### config.mk
export PLATFORM = sky130hd
export DESIGN_NAME = floating_point_mul_pipe
export DESIGN_NICKNAME = d
export VERILOG_FILES = /design/src/rtl/floating_point_mul_pipe.sv
export SDC_FILE = /design/constraint.sdc
export NUM_CORES = 2
export LEC_CHECK = 0
export CORE_ASPECT_RATIO = 0.9
export CORE_MARGIN = 3
export CORE_UTILIZATION = 25
export DETAILED_ROUTE_END_ITERATION = 16
export HOLD_SLACK_MARGIN = 0.05
export PLACE_DENSITY = 0.49
export SLEW_MARGIN = 20
export SYNTH_ARGS = -nofsm -noshare
export SYNTH_HDL_FRONTEND = slang
export SYNTH_SLANG_ARGS = --single-unit
### constraint.sdc
create_clock -name clk -period 19.76 [get_ports clk]
set_input_delay 3.952 -clock clk [delete_from_list [all_inputs] [get_ports clk]]
set_output_delay 3.952 -clock clk [all_outputs]
set_load 0.05 [all_outputs]
### src/rtl/floating_point_mul_pipe.sv
`default_nettype none
// ============================================================================
//  Module   : floating_point_mul_pipe
//  Purpose  : Pipelined IEEE 754 binary floating-point multiplier with
//             valid/ready handshakes. Round-to-nearest-even, flush-to-zero on
//             subnormal inputs and results, canonical quiet NaN, and
//             underflow / overflow / invalid flags.
//  Revision : 1.0 - initial release
// ============================================================================
//  Pipeline (four register levels, all frozen together on output stall):
//    S0 : operand capture register (accept edge)
//    S1 : unpack - sign, biased exponent sum, operand classification
//    S2 : full-width mantissa multiply
//    S3 : normalise, round, apply special-case priority, pack (output regs)
//  Operands accepted at edge N appear on the outputs after edge N+3.
// ============================================================================
module floating_point_mul_pipe #(
    parameter int EXP_W = 8,
    parameter int MAN_W = 23
) (
    input  logic                   clk,
    input  logic                   rst_n,
    input  logic [EXP_W+MAN_W:0]   a,
    input  logic [EXP_W+MAN_W:0]   b,
    input  logic                   in_valid,
    output logic                   in_ready,
    output logic [EXP_W+MAN_W:0]   y,
    output logic                   u_flow,
    output logic                   o_flow,
    output logic                   nv,
    output logic                   out_valid,
    input  logic                   out_ready
);

    // ------------------------------------------------------------------------
    // Derived widths and constants
    // ------------------------------------------------------------------------
    localparam int c_W   = 1 + EXP_W + MAN_W;    // word width
    localparam int c_EXW = EXP_W + 2;            // signed working exponent
    localparam int c_MW  = MAN_W + 1;            // mantissa with hidden bit
    localparam int c_PW  = 2 * MAN_W + 2;        // full product width

    localparam logic [c_EXW-1:0] c_BIAS = {3'b000, {(EXP_W-1){1'b1}}};
    localparam logic [c_EXW-1:0] c_EMAX = {2'b00, {EXP_W{1'b1}}};
    localparam logic [EXP_W-1:0] c_EXP_ONES = {EXP_W{1'b1}};
    localparam logic [c_W-1:0]   c_QNAN =
        {1'b0, {EXP_W{1'b1}}, 1'b1, {(MAN_W-1){1'b0}}};

    // ------------------------------------------------------------------------
    // Handshake: a held output freezes every stage (no bubble collapse), so
    // upstream readiness is simply the inverse of the output stall.
    // ------------------------------------------------------------------------
    logic w_stall;
    logic w_adv;

    assign w_stall  = out_valid & ~out_ready;
    assign w_adv    = ~w_stall;
    assign in_ready = w_adv;

    // ------------------------------------------------------------------------
    // S0 : operand capture
    // ------------------------------------------------------------------------
    logic             r_s0_valid;
    logic [c_W-1:0]   r_s0_a;
    logic [c_W-1:0]   r_s0_b;

    // Capture operands on accept; a bubble enters when in_valid is low.
    always_ff @(posedge clk or negedge rst_n) begin
        if (!rst_n) begin
            r_s0_valid <= 1'b0;
            r_s0_a     <= '0;
            r_s0_b     <= '0;
        end else if (w_adv) begin
            r_s0_valid <= in_valid;
            if (in_valid) begin
                r_s0_a <= a;
                r_s0_b <= b;
            end
        end
    end

    // ------------------------------------------------------------------------
    // S1 : unpack and classify
    // ------------------------------------------------------------------------
    logic [EXP_W-1:0] w_ea;
    logic [EXP_W-1:0] w_eb;
    logic [MAN_W-1:0] w_fa;
    logic [MAN_W-1:0] w_fb;
    logic             w_a_zero;
    logic             w_b_zero;
    logic             w_a_inf;
    logic             w_b_inf;
    logic             w_a_nan;
    logic             w_b_nan;
    logic [c_EXW-1:0] w_esum;

    assign w_ea = r_s0_a[c_W-2 -: EXP_W];
    assign w_eb = r_s0_b[c_W-2 -: EXP_W];
    assign w_fa = r_s0_a[MAN_W-1:0];
    assign w_fb = r_s0_b[MAN_W-1:0];

    // A zero exponent field covers both true zero and subnormals; the latter
    // are flushed to a signed zero here.
    assign w_a_zero = (w_ea == '0);
    assign w_b_zero = (w_eb == '0);
    assign w_a_inf  = (w_ea == c_EXP_ONES) && (w_fa == '0);
    assign w_b_inf  = (w_eb == c_EXP_ONES) && (w_fb == '0);
    assign w_a_nan  = (w_ea == c_EXP_ONES) && (w_fa != '0);
    assign w_b_nan  = (w_eb == c_EXP_ONES) && (w_fb != '0);

    // Biased exponent of the unnormalised product, two's complement.
    assign w_esum = {2'b00, w_ea} + {2'b00, w_eb} - c_BIAS;

    logic             r_s1_valid;
    logic             r_s1_sign;
    logic [c_EXW-1:0] r_s1_exp;
    logic [c_MW-1:0]  r_s1_ma;
    logic [c_MW-1:0]  r_s1_mb;
    logic             r_s1_nv;
    logic             r_s1_inf;
    logic             r_s1_zero;

    // Register unpacked operands and their collapsed special-case class.
    always_ff @(posedge clk or negedge rst_n) begin
        if (!rst_n) begin
            r_s1_valid <= 1'b0;
            r_s1_sign  <= 1'b0;
            r_s1_exp   <= '0;
            r_s1_ma    <= '0;
            r_s1_mb    <= '0;
            r_s1_nv    <= 1'b0;
            r_s1_inf   <= 1'b0;
            r_s1_zero  <= 1'b0;
        end else if (w_adv) begin
            r_s1_valid <= r_s0_valid;
            if (r_s0_valid) begin
                r_s1_sign <= r_s0_a[c_W-1] ^ r_s0_b[c_W-1];
                r_s1_exp  <= w_esum;
                r_s1_ma   <= {1'b1, w_fa};
                r_s1_mb   <= {1'b1, w_fb};
                r_s1_nv   <= w_a_nan | w_b_nan |
                             (w_a_inf & w_b_zero) | (w_a_zero & w_b_inf);
                r_s1_inf  <= w_a_inf | w_b_inf;
                r_s1_zero <= w_a_zero | w_b_zero;
            end
        end
    end

    // ------------------------------------------------------------------------
    // S2 : mantissa multiply
    // ------------------------------------------------------------------------
    logic [c_PW-1:0]  w_prod;

    assign w_prod = {{(c_PW-c_MW){1'b0}}, r_s1_ma} *
                    {{(c_PW-c_MW){1'b0}}, r_s1_mb};

    logic             r_s2_valid;
    logic             r_s2_sign;
    logic [c_EXW-1:0] r_s2_exp;
    logic [c_PW-1:0]  r_s2_prod;
    logic             r_s2_nv;
    logic             r_s2_inf;
    logic             r_s2_zero;

    // Register the full product; class and exponent ride alongside.
    always_ff @(posedge clk or negedge rst_n) begin
        if (!rst_n) begin
            r_s2_valid <= 1'b0;
            r_s2_sign  <= 1'b0;
            r_s2_exp   <= '0;
            r_s2_prod  <= '0;
            r_s2_nv    <= 1'b0;
            r_s2_inf   <= 1'b0;
            r_s2_zero  <= 1'b0;
        end else if (w_adv) begin
            r_s2_valid <= r_s1_valid;
            if (r_s1_valid) begin
                r_s2_sign <= r_s1_sign;
                r_s2_exp  <= r_s1_exp;
                r_s2_prod <= w_prod;
                r_s2_nv   <= r_s1_nv;
                r_s2_inf  <= r_s1_inf;
                r_s2_zero <= r_s1_zero;
            end
        end
    end

    // ------------------------------------------------------------------------
    // S3 : normalise, round to nearest even, pack
    // ------------------------------------------------------------------------
    // The product of two [1,2) mantissas lies in [1,4); its top bit tells
    // whether one extra right shift is needed.
    logic             w_hi;
    logic [c_MW-1:0]  w_mant;
    logic             w_guard;
    logic             w_sticky;
    logic             w_inc;
    logic [c_MW:0]    w_mant_r;
    logic             w_rcarry;
    logic [MAN_W-1:0] w_frac;
    logic [c_EXW-1:0] w_exp_f;
    logic             w_ovf;
    logic             w_unf;

    assign w_hi     = r_s2_prod[c_PW-1];
    assign w_mant   = w_hi ? r_s2_prod[c_PW-1 -: c_MW] : r_s2_prod[c_PW-2 -: c_MW];
    assign w_guard  = w_hi ? r_s2_prod[MAN_W] : r_s2_prod[MAN_W-1];
    assign w_sticky = w_hi ? (|r_s2_prod[MAN_W-1:0]) : (|r_s2_prod[MAN_W-2:0]);

    // Round up above the halfway point, or exactly at it when lsb is odd.
    assign w_inc    = w_guard & (w_sticky | w_mant[0]);
    assign w_mant_r = {1'b0, w_mant} + {{c_MW{1'b0}}, w_inc};

    // A carry out of the rounded mantissa means it became exactly 2.0; the
    // renormalised fraction is then all zeros.
    assign w_rcarry = w_mant_r[c_MW];
    assign w_frac   = w_rcarry ? w_mant_r[MAN_W:1] : w_mant_r[MAN_W-1:0];

    assign w_exp_f  = r_s2_exp
                    + {{(c_EXW-1){1'b0}}, w_hi}
                    + {{(c_EXW-1){1'b0}}, w_rcarry};

    assign w_ovf    = ($signed(w_exp_f) >= $signed(c_EMAX));
    assign w_unf    = w_exp_f[c_EXW-1] | (w_exp_f == '0);

    logic [c_W-1:0]   w_y_nxt;
    logic             w_uf_nxt;
    logic             w_of_nxt;
    logic             w_nv_nxt;

    // Special-case priority: NaN/invalid, infinity, zero, overflow,
    // underflow, then the ordinary packed result. At most one flag results.
    always_comb begin
        w_y_nxt  = {r_s2_sign, w_exp_f[EXP_W-1:0], w_frac};
        w_uf_nxt = 1'b0;
        w_of_nxt = 1'b0;
        w_nv_nxt = 1'b0;
        if (r_s2_nv) begin
            w_y_nxt  = c_QNAN;
            w_nv_nxt = 1'b1;
        end else if (r_s2_inf) begin
            w_y_nxt  = {r_s2_sign, c_EXP_ONES, {MAN_W{1'b0}}};
        end else if (r_s2_zero) begin
            w_y_nxt  = {r_s2_sign, {(c_W-1){1'b0}}};
        end else if (w_ovf) begin
            w_y_nxt  = {r_s2_sign, c_EXP_ONES, {MAN_W{1'b0}}};
            w_of_nxt = 1'b1;
        end else if (w_unf) begin
            w_y_nxt  = {r_s2_sign, {(c_W-1){1'b0}}};
            w_uf_nxt = 1'b1;
        end
    end

    logic             r_out_valid;
    logic [c_W-1:0]   r_y;
    logic             r_uf;
    logic             r_of;
    logic             r_nv;

    // Output register; holds result and flags stable while stalled.
    always_ff @(posedge clk or negedge rst_n) begin
        if (!rst_n) begin
            r_out_valid <= 1'b0;
            r_y         <= '0;
            r_uf        <= 1'b0;
            r_of        <= 1'b0;
            r_nv        <= 1'b0;
        end else if (w_adv) begin
            r_out_valid <= r_s2_valid;
            if (r_s2_valid) begin
                r_y  <= w_y_nxt;
                r_uf <= w_uf_nxt;
                r_of <= w_of_nxt;
                r_nv <= w_nv_nxt;
            end
        end
    end

    assign out_valid = r_out_valid;
    assign y         = r_y;
    assign u_flow    = r_uf;
    assign o_flow    = r_of;
    assign nv        = r_nv;

endmodule
`default_nettype wire
==> flow_summary.json <==
{
  "status": "finished, final reports clean",
  "num_rows": 118,
  "antenna_cells": 0,
  "start_kind": "input port",
  "synthArstFlopShare_pct": 100,
  "dr.pass1.iters": 7,
  "ctsHtreeMaxLevel": 1,
  "slew_headroom_pct": 28.4,
  "drv_cap": 0,
  "fmax_mhz": 105,
  "seqCellArea_um2": 5660,
  "dr.first_iter.drc_count": 1180,
  "synthesis.area_um2": 29200,
  "drive_gt1_share_pct": 7.98,
  "die_h_um": 330,
  "syn_to_final_growth_pct": 12.5,
  "grt-ovfl-total": 0,
  "postCtsHoldBufs": 0,
  "synth_top_area_share_pct": 33.2,
  "first_global_vias": 21600,
  "finalSetupViolations": 0,
  "antenna_found_initial": 2,
  "synth-edff-count": 0,
  "final_nets": 3794,
  "endpoint_kind": "output pin",
  "cts_buffer_depth": 3,
  "hold_class": "reg2reg",
  "globalRouteTotalUtil_pct": 13.7,
  "place_ws_ns": 10.25,
  "synth.area.top_cells": "fa_1 33%, dfrtp_1 19%, ha_1 8.2%",
  "grt_pass1_wl_um": 129000,
  "io_buffers": 104,
  "vias_per_cell": 4.41,
  "cts_setup_buffers": 0,
  "worst_pin_slew_ns": 1.07,
  "finalCritPeriodShare_pct": 48.1,
  "post-route-min-period_ns": 9.50,
  "cts_buffers": 26,
  "wire_per_inst_um": 17.6,
  "drv_slew": 0,
  "grt_max_degree": 121,
  "multi_input_area_um2": 20900,
  "fin_ws_ns": 10.26,
  "synth_cell_types": 70,
  "die_w_um": 366,
  "postRouteAntennaNets": 0,
  "synth_flop_cell": "dfrtp_1",
  "synth_area_leader_cell": "fa_1",
  "die-area_um2": 121000,
  "via_count": 20400,
  "syn_inst": 3030,
  "crit_type": "in2out",
  "start_util_pct": 25.3,
  "nFillCells": 12500,
  "cts_tree": "yes",
  "root_buffer": "clkbuf_16",
  "rsz0062_at_grt": "false",
  "skew_ns": 0.0187,
  "path_clk_slew_ns": 0.06,
  "cp_max_fo": 11,
  "final_util_pct": 28.4,
  "setup-tns-final_ns": 0,
  "wirelength_um": 81700,
  "final_common_cell": "inv_1",
  "synth-warning-count": 0,
  "postSynthNetCount": 3773,
  "gp_congestion": 0.810,
  "final_cell_mix": "547 x inv_1, 484 x fa_1, 417 x nand2_1",
  "insertion_delay_ns": 0.57,
  "core_area_um2": 115000,
  "hpwlAfterDp_um": 61600,
  "synth-seq-area-share_pct": 19.4,
  "clock-sinks": 226,
  "ys_ff_latch": 226,
  "critical_path_arrival_ns": 5.55,
  "finalHoldViolations": 0,
  "ios": 105,
  "post_cts_resized": 0,
  "synth.avg_cell_area_um2": 9.62,
  "drc": 0,
  "cp_data_required_time_ns": 15.81
}
-- kinds of logic after synthesis --
kind of cell    count (synthesis)  synth area share, %
simple gates                  905                 15.4
buf+inv                       707                 9.15
fa+ha+maj                     675                 41.4
compound gates                271                 6.03
flops                         226                 19.4
mux                           155                 5.90
xor+xnor                       91                 2.73
-- registers in the layout (all words and copies together), names as in the netlist, 10 cells and up --
signal     cells
r_s2_exp      10
r_s1_exp      10
r_s0_a        32
y             32
r_s0_b        32
r_s2_prod     48
r_s1_ma       24
r_s1_mb       23
-- layout make-up --
type / instances / share of cell area, %
clock buffer: 34 / 2.14
clock inverter: 12 / 0.446
inverter: 548 / 6.27
multi-input combinational: 2097 / 63.6
sequential: 226 / 17.3
tap: 1560 / 5.95
timing repair buffer: 152 / 4.33
-- metal layers --
layer | vias up | GRT usage, % | part of all wire [%]
met1 | 10500 | 20.6 | 50
met3 | 54 | 3.20 | 6.8
met4 | 0 | 1.79 | 1.2
met2 | 494 | 20.3 | 42
met5 | - | 0 | 0
li1 | 9389 | - | -
-- through the flow --
step | hold WS [ns] | instance area, um^2 | instances
after floorplan | 0.439 | 29200 | 3030
after global placement | 0.458 | 31900 | 4583
after detailed placement | 0.469 | 31900 | 4583
after CTS | 0.483 | 32800 | 4629
after global routing | 0.491 | 32800 | 4629
final | 0.480 | 32800 | 4629
-- path summary, 6_finish.rpt --
check | startpoint | endpoint | slack [ns] | depth (start not counted)
setup / recovery | out_ready | in_ready | 10.26 | 4
hold / removal | r_s1_exp[7] | r_s1_exp[7] | 0.48 | 2
setup reg to reg | r_s1_ma[15] | r_s2_prod[44] | 11.97 | 24
hold reg to reg | r_s1_exp[7] | r_s1_exp[7] | 0.48 | 2
max in group asynchronous | rst_n | r_s1_ma[20] | 14.96 | 2
min in group asynchronous | rst_n | y[12] | 3.41 | 1
-- cell usage after synthesis, types with 4 or more instances --
| cell type | count |
|---|---|
| mux2i_1 | 21 |
| nor4_1 | 21 |
| nor3_1 | 18 |
| or4_1 | 4 |
| ha_1 | 191 |
| inv_1 | 547 |
| a21oi_1 | 62 |
| clkbuf_1 | 145 |
| nand3_1 | 31 |
| xnor2_1 | 49 |
| and2_1 | 299 |
| nand2b_1 | 10 |
| a31oi_1 | 7 |
| xor2_1 | 42 |
| o21ai_0 | 75 |
| mux2_2 | 134 |
| o21a_1 | 8 |
| nand4_1 | 16 |
| and3_1 | 11 |
| o21bai_1 | 10 |
| buf_2 | 6 |
| a21o_1 | 27 |
| o21ai_1 | 12 |
| nand2_1 | 421 |
| dfrtp_1 | 226 |
| o22a_1 | 7 |
| fa_1 | 484 |
| o211ai_1 | 6 |
| a22o_1 | 11 |
| o31ai_1 | 10 |
| nor2b_1 | 9 |
| a221oi_1 | 4 |
| nor2_1 | 48 |
| buf_1 | 7 |
-- critical path, cell delays in order --
cell,delay [ns]
clkdlybuf4s50_1,0.45
nand2b_1,0.09
buf_4,0.22
clkdlybuf4s50_1,0.84
Power is not shown: default switching activity piles up to over one toggle a cycle in this logic, so the estimate is an artifact.
